File: src/rtl/dice_pe_cfg_writer.sv
// Word-serial configuration writer for a DICE PE array: fills per-PE shadow
// registers from a valid/ready stream and publishes them atomically on COMMIT.

module dice_pe_cfg_slot (
  input  logic        clk,
  input  logic        rst,
  input  logic        wr_en,
  input  logic        commit,
  input  logic [31:0] wr_opcode,
  input  logic        wr_out_sel,
  input  logic        wr_dff_input_mode,
  input  logic        wr_dff_latch_enable,
  output logic [31:0] opcode,
  output logic        out_sel,
  output logic        dff_input_mode,
  output logic        dff_latch_enable
);
  logic [31:0] sh_opcode;
  logic        sh_out_sel, sh_dim, sh_dle;

  // Shadow writes happen only in OPCODE and commits only in COMMIT, so they never collide.
  always_ff @(posedge clk) begin
    if (rst) begin
      sh_opcode        <= '0;
      sh_out_sel       <= 1'b0;
      sh_dim           <= 1'b0;
      sh_dle           <= 1'b0;
      opcode           <= '0;
      out_sel          <= 1'b0;
      dff_input_mode   <= 1'b0;
      dff_latch_enable <= 1'b0;
    end else begin
      if (wr_en) begin
        sh_opcode  <= wr_opcode;
        sh_out_sel <= wr_out_sel;
        sh_dim     <= wr_dff_input_mode;
        sh_dle     <= wr_dff_latch_enable;
      end
      if (commit) begin
        opcode           <= sh_opcode;
        out_sel          <= sh_out_sel;
        dff_input_mode   <= sh_dim;
        dff_latch_enable <= sh_dle;
      end
    end
  end
endmodule

module dice_pe_cfg_writer #(
  parameter int NUM_PE   = 16,
  parameter int PE_IDX_W = (NUM_PE > 1) ? $clog2(NUM_PE) : 1
) (
  input  logic                   clk,
  input  logic                   rst,
  input  logic                   cfg_valid,
  output logic                   cfg_ready,
  input  logic [31:0]            cfg_data,
  input  logic                   cfg_last,
  output logic [NUM_PE*32-1:0]   pe_opcode,
  output logic [NUM_PE-1:0]      pe_out_sel,
  output logic [NUM_PE-1:0]      pe_dff_input_mode,
  output logic [NUM_PE-1:0]      pe_dff_latch_enable,
  output logic                   cfg_done,
  output logic                   cfg_err,
  output logic                   busy
);
  typedef enum logic [1:0] {S_IDLE, S_OPCODE, S_DRAIN, S_COMMIT} state_t;
  localparam logic [3:0] CMD_WRITE  = 4'h1;
  localparam logic [3:0] CMD_COMMIT = 4'h2;

  state_t              state, state_d;
  logic [PE_IDX_W-1:0] hold_idx;
  logic                hold_out_sel, hold_dim, hold_dle;
  logic                pend;
  logic                xfer, idx_ok;
  logic                latch_hdr, wr_en, err_set, pend_set, pend_clr, commit;
  logic [3:0]          cmd;
  logic [PE_IDX_W-1:0] hdr_idx;
  logic                unused_bits;

  assign cfg_ready   = !rst && (state != S_COMMIT);
  assign busy        = (state != S_IDLE);
  assign xfer        = cfg_valid && cfg_ready;
  assign cmd         = cfg_data[31:28];
  assign hdr_idx     = cfg_data[PE_IDX_W-1:0];
  assign idx_ok      = (32'(hdr_idx) < NUM_PE);
  assign unused_bits = ^{cfg_data[27:19], cfg_data[15:PE_IDX_W]};

  always_comb begin
    state_d   = state;
    latch_hdr = 1'b0;
    wr_en     = 1'b0;
    err_set   = 1'b0;
    pend_set  = 1'b0;
    pend_clr  = 1'b0;
    commit    = 1'b0;
    case (state)
      S_IDLE: if (xfer) begin
        case (cmd)
          CMD_WRITE:
            if (cfg_last) err_set = 1'b1;
            else if (idx_ok) begin
              latch_hdr = 1'b1;
              state_d   = S_OPCODE;
            end else begin
              err_set = 1'b1;
              state_d = S_DRAIN;
            end
          CMD_COMMIT:
            if (cfg_last) state_d = S_COMMIT;
            else begin
              pend_set = 1'b1;
              err_set  = 1'b1;
              state_d  = S_DRAIN;
            end
          default: begin
            err_set = 1'b1;
            if (!cfg_last) state_d = S_DRAIN;
          end
        endcase
      end
      // Opcode word is written even when the packet is malformed (last=0).
      S_OPCODE: if (xfer) begin
        wr_en = 1'b1;
        if (cfg_last) state_d = S_IDLE;
        else begin
          err_set = 1'b1;
          state_d = S_DRAIN;
        end
      end
      S_DRAIN: if (xfer && cfg_last) begin
        pend_clr = 1'b1;
        state_d  = pend ? S_COMMIT : S_IDLE;
      end
      S_COMMIT: begin
        commit  = 1'b1;
        state_d = S_IDLE;
      end
      default: state_d = S_IDLE;
    endcase
  end

  always_ff @(posedge clk) begin
    if (rst) state <= S_IDLE;
    else     state <= state_d;
  end

  always_ff @(posedge clk) begin
    if (rst) begin
      hold_idx     <= '0;
      hold_out_sel <= 1'b0;
      hold_dim     <= 1'b0;
      hold_dle     <= 1'b0;
      pend         <= 1'b0;
      cfg_err      <= 1'b0;
      cfg_done     <= 1'b0;
    end else begin
      if (latch_hdr) begin
        hold_idx     <= hdr_idx;
        hold_out_sel <= cfg_data[16];
        hold_dim     <= cfg_data[17];
        hold_dle     <= cfg_data[18];
      end
      if (pend_set)      pend <= 1'b1;
      else if (pend_clr) pend <= 1'b0;
      if (commit)        cfg_err <= 1'b0;
      else if (err_set)  cfg_err <= 1'b1;
      cfg_done <= commit;
    end
  end

  for (genvar gi = 0; gi < NUM_PE; gi++) begin : g_pe
    dice_pe_cfg_slot u_slot (
      .clk                 (clk),
      .rst                 (rst),
      .wr_en               (wr_en && (hold_idx == PE_IDX_W'(gi))),
      .commit              (commit),
      .wr_opcode           (cfg_data),
      .wr_out_sel          (hold_out_sel),
      .wr_dff_input_mode   (hold_dim),
      .wr_dff_latch_enable (hold_dle),
      .opcode              (pe_opcode[32*gi +: 32]),
      .out_sel             (pe_out_sel[gi]),
      .dff_input_mode      (pe_dff_input_mode[gi]),
      .dff_latch_enable    (pe_dff_latch_enable[gi])
    );
  end
endmodule

File: config.mk
export PLATFORM = sky130hd
export DESIGN_NAME = dice_pe_cfg_writer
export DESIGN_NICKNAME = d
export VERILOG_FILES = /design/src/rtl/dice_pe_cfg_writer.sv
export SDC_FILE = /design/constraint.sdc
export NUM_CORES = 2
export LEC_CHECK = 0
export ABC_AREA = 1
export CORE_MARGIN = 8
export CORE_UTILIZATION = 50
export DETAILED_ROUTE_END_ITERATION = 8
export PLACE_DENSITY = 0.85
export REMOVE_ABC_BUFFERS = 1
export SYNTH_ARGS = -nofsm -noshare
export SYNTH_HDL_FRONTEND = slang
export SYNTH_SLANG_ARGS = --single-unit
File: constraint.sdc
create_clock -name clk -period 2.3 [get_ports clk]
set_input_delay 0.575 -clock clk [delete_from_list [all_inputs] [get_ports clk]]
set_output_delay 0.575 -clock clk [all_outputs]
set_load 0.02 [all_outputs]
==> results.json <==
{
  "route.antenna.remaining_nets": 0,
  "finalClockSkew_ps": 30.2,
  "total_setup_violations_reported_at_the_end_of_the_flow": 0,
  "grt_antenna_before_repair": 9,
  "critPathBufInv": 1,
  "grt_pass1_wl_um": 190000,
  "number_of_placed_instances_taps_included": 5264,
  "startpoint": "g_pe[14].u_slot.opcode[14]$_SDFFE_PP0P_",
  "cts_tree": "done",
  "whs_ps": 305,
  "final_cell_count_no_fill": 5463,
  "synthDominantAreaCellType": "sky130_fd_sc_hd__dfxtp_1",
  "slew_headroom_pct": 27.1,
  "final_layout_size_suffix_gt1_share_pct": 8.78,
  "fin_tns_setup_ps": 0,
  "worst_ir_drop_vdd_uv": 620,
  "ys_async_sr_fraction_pct": 0,
  "detail_route.first_pass.iterations": 6,
  "overflow": 0,
  "gr-usage-all-layers_pct": 29.5,
  "via_count": 31900,
  "worst_hold_startpoint": "rst",
  "layout_min_cycle_time_ps": 2290,
  "area_growth_syn_to_layout_pct": 30.0,
  "cts-root-to-sink-buffers": 3,
  "ioPinCount": 600,
  "power_density_mw_per_mm2": 811,
  "synth_enable_flop_cells": 0,
  "ys_ff_latch": 1132,
  "tritoncts_num_sinks": 1132,
  "ys_top_cells_by_count": "sky130_fd_sc_hd__dfxtp_1 (1132), sky130_fd_sc_hd__nor2_1 (640), sky130_fd_sc_hd__a22o_1 (528)",
  "cts-hold-fix-buffers": 0,
  "cts.htree.levels": 3,
  "r2r-end": "g_pe[4].u_slot.sh_opcode[30]$_SDFFE_PP0P_",
  "rsz0062_at_grt": "false",
  "detail_route.wl_per_cell_um": 23.8,
  "status": "complete, no violations",
  "dieWidth_um": 289,
  "synth-seq-area-share_pct": 61.0,
  "p_leak_nw": 18.5,
  "max_stage_delay_ps": 640,
  "timing.critical_path.max_delay_family": "buffers and inverters",
  "wl_um": 130000,
  "cts_made_buffers": 106,
  "critical_path.cell_chain": "clkdlybuf4s50_1",
  "fraction_of_the_core_area_covered_by_cells_at_the_end_of_the_flow_pct": 65.2,
  "ff2ff_setup_slack_ps": 370,
  "initialDrtViolationCount": 3577,
  "gp_congestion": 0.845,
  "synth.top_cells.by_area": "sky130_fd_sc_hd__dfxtp_1 (61%), sky130_fd_sc_hd__a22o_1 (12%), sky130_fd_sc_hd__nor2_1 (6.5%), sky130_fd_sc_hd__nand2_1 (4.9%), sky130_fd_sc_hd__o21ai_0 (4.0%)",
  "drc": 0,
  "clock_tree_root_buffer_cell": "sky130_fd_sc_hd__clkbuf_16",
  "grt_pass1_vias": 30900,
  "reg2reg_from": "state[0]$_SDFFE_PP0P_",
  "critical-path-slowest-cell": "sky130_fd_sc_hd__clkdlybuf4s50_1",
  "dieArea_mm2": 0.0833,
  "max-cap-violations": 0,
  "tightest_slew_ps": 1090,
  "setup.worst_path.start_class": "register",
  "die_height_um": 289,
  "critical_path.max_fanout": 2,
  "timing.final.hold_violations": 0,
  "cp-end-kind": "output port",
  "start_util_pct": 50.2,
  "number_of_standard_cells_after_synthesis": 3911,
  "hpwl_after_detailed_placement_um": 81400,
  "worst_skew_pair.late_latency_ps": 660,
  "syn-cell-area_mm2": 0.0372,
  "drt-vias-per-instance": 5.84,
  "clock.fmax_mhz": 437,
  "final_net_count": 4439,
  "syn-mean-instance-area_um2": 9.51,
  "synth_most_common_cell": "sky130_fd_sc_hd__dfxtp_1",
  "hold_path_end": "cfg_err$_SDFFE_PP0P_",
  "post-cts-setup-buffer-count": 0,
  "rows": 100,
  "core_region_area_mm2": 0.0741,
  "arrival_ps": 1710,
  "clkTransAtPathRegs_ps": 60,
  "port_buffers": 599,
  "worst-r2r-cell-count": 10,
  "timing.final.max_slew_violations": 0,
  "final_min_period_over_clock_period_pct": 99.4,
  "synthFlopType": "sky130_fd_sc_hd__dfxtp_1",
  "worst-endpoint-required_ps": 1730,
  "synthDistinctLibCells": 29,
  "min_delay_path_depth": 4,
  "holdCritPathClass": "input port to register",
  "crit_type": "register to output port",
  "grt_start_max_net_pins": 220,
  "ys_warn_count": 0,
  "yosysTopAreaCellShare_pct": 61.0
}
==> layout make-up <==
type,instances,area (µm²)
Inverter,70,284
Timing Repair Buffer,763,8070
Antenna cell,5,12.5
Fill cell,5423,25800
Clock buffer,154,3120
Tap cell,969,1210
Multi-Input combinational cell,2330,12400
Sequential cell,1132,22700
Clock inverter,40,557
==> sequential cells by signal, summed over array words and instances, names as in the netlist, 2 cells and up <==
signal,flops
state,2
g_pe.u_slot.sh_out_sel,16
hold_idx,4
g_pe.u_slot.out_sel,16
g_pe.u_slot.sh_opcode,512
g_pe.u_slot.sh_dle,16
g_pe.u_slot.dff_latch_enable,16
g_pe.u_slot.dff_input_mode,16
g_pe.u_slot.opcode,512
g_pe.u_slot.sh_dim,16
==> worst max path at each step <==
stage | to | cells past startpoint | slack, ps
2_1_floorplan | g_pe[10].u_slot.dff_input_mode$_SDFFE_PP0P_ | 3 | -11890
3_3_place_gp | g_pe[7].u_slot.sh_opcode[25]$_SDFFE_PP0P_ | 8 | -2
3_5_place_dp | g_pe[4].u_slot.sh_opcode[30]$_SDFFE_PP0P_ | 9 | -90
4_1_cts | pe_opcode[240] | 1 | 0.4
5_1_grt | pe_opcode[421] | 1 | 1
6_report | pe_opcode[462] | 1 | 10
==> power breakdown <==
group	total, mW	internal (mW)	switching (mW)	leakage (nW)
Combinational	1.41	0.335	1.07	7.64
Clock	18.1	10.5	7.64	1.79
Sequential	19.6	19.6	0.0214	9.11
Total	39.2	30.4	8.74	18.5
==> metrics by stage <==
step / power (mW) / setup slack, ps / cell area [µm²]
detailed placement: 21.4 / -92.8 / 44600
finish: 39.2 / 13.7 / 48300
global route: 40.1 / 1.04 / 48300
global placement: 21.4 / -1.84 / 44600
floorplan: 20.6 / -11890 / 35300
CTS: 39.2 / 0.382 / 48200
==> per-layer routing <==
metal | share of wire, % | GRT usage (%)
met3 | 11 | 7.10
met5 | 0.0069 | 0
met2 | 45 | 46.6
met4 | 6.2 | 17.1
met1 | 38 | 36.8
==> placed cells by master, fill, tap and decap left out, types with 2 or more instances in the layout <==
master	instances
sky130_fd_sc_hd__nor2_4	2
sky130_fd_sc_hd__clkinv_2	18
sky130_fd_sc_hd__o21ai_0	295
sky130_fd_sc_hd__nand2_1	484
sky130_fd_sc_hd__dfxtp_1	1130
sky130_fd_sc_hd__clkdlybuf4s50_1	502
sky130_fd_sc_hd__dlymetal6s2s_1	37
sky130_fd_sc_hd__inv_8	2
sky130_fd_sc_hd__clkinvlp_4	5
sky130_fd_sc_hd__nand3_1	19
sky130_fd_sc_hd__a21oi_1	255
sky130_fd_sc_hd__nor2_1	639
sky130_fd_sc_hd__inv_2	10
sky130_fd_sc_hd__clkbuf_1	23
sky130_fd_sc_hd__nand3_2	5
sky130_fd_sc_hd__buf_4	92
sky130_fd_sc_hd__clkbuf_16	109
sky130_fd_sc_hd__clkbuf_8	22
sky130_fd_sc_hd__clkinv_16	4
sky130_fd_sc_hd__diode_2	5
sky130_fd_sc_hd__dlygate4sd2_1	37
sky130_fd_sc_hd__clkinv_4	4
sky130_fd_sc_hd__nand3_4	6
sky130_fd_sc_hd__buf_2	20
sky130_fd_sc_hd__inv_1	55
sky130_fd_sc_hd__inv_4	2
sky130_fd_sc_hd__o21ai_1	88
sky130_fd_sc_hd__a22o_1	528
sky130_fd_sc_hd__bufinv_16	9
sky130_fd_sc_hd__buf_12	72
==> logic make-up after synthesis <==
| family | share of synthesized area [%] |
|---|---|
| AOI/OAI and AO/OA | 21.0 |
| and+or+nand+nor | 12.2 |
| DFF | 61.0 |
| buffers and inverters | 5.81 |
==> what timing repair did <==
item | in CTS | in global routing
resized for setup | 44 | 41
endpoints found under the setup margin | 39 | 39
hold endpoints to repair | 0 | 0
(Power assumes the default switching activity.)
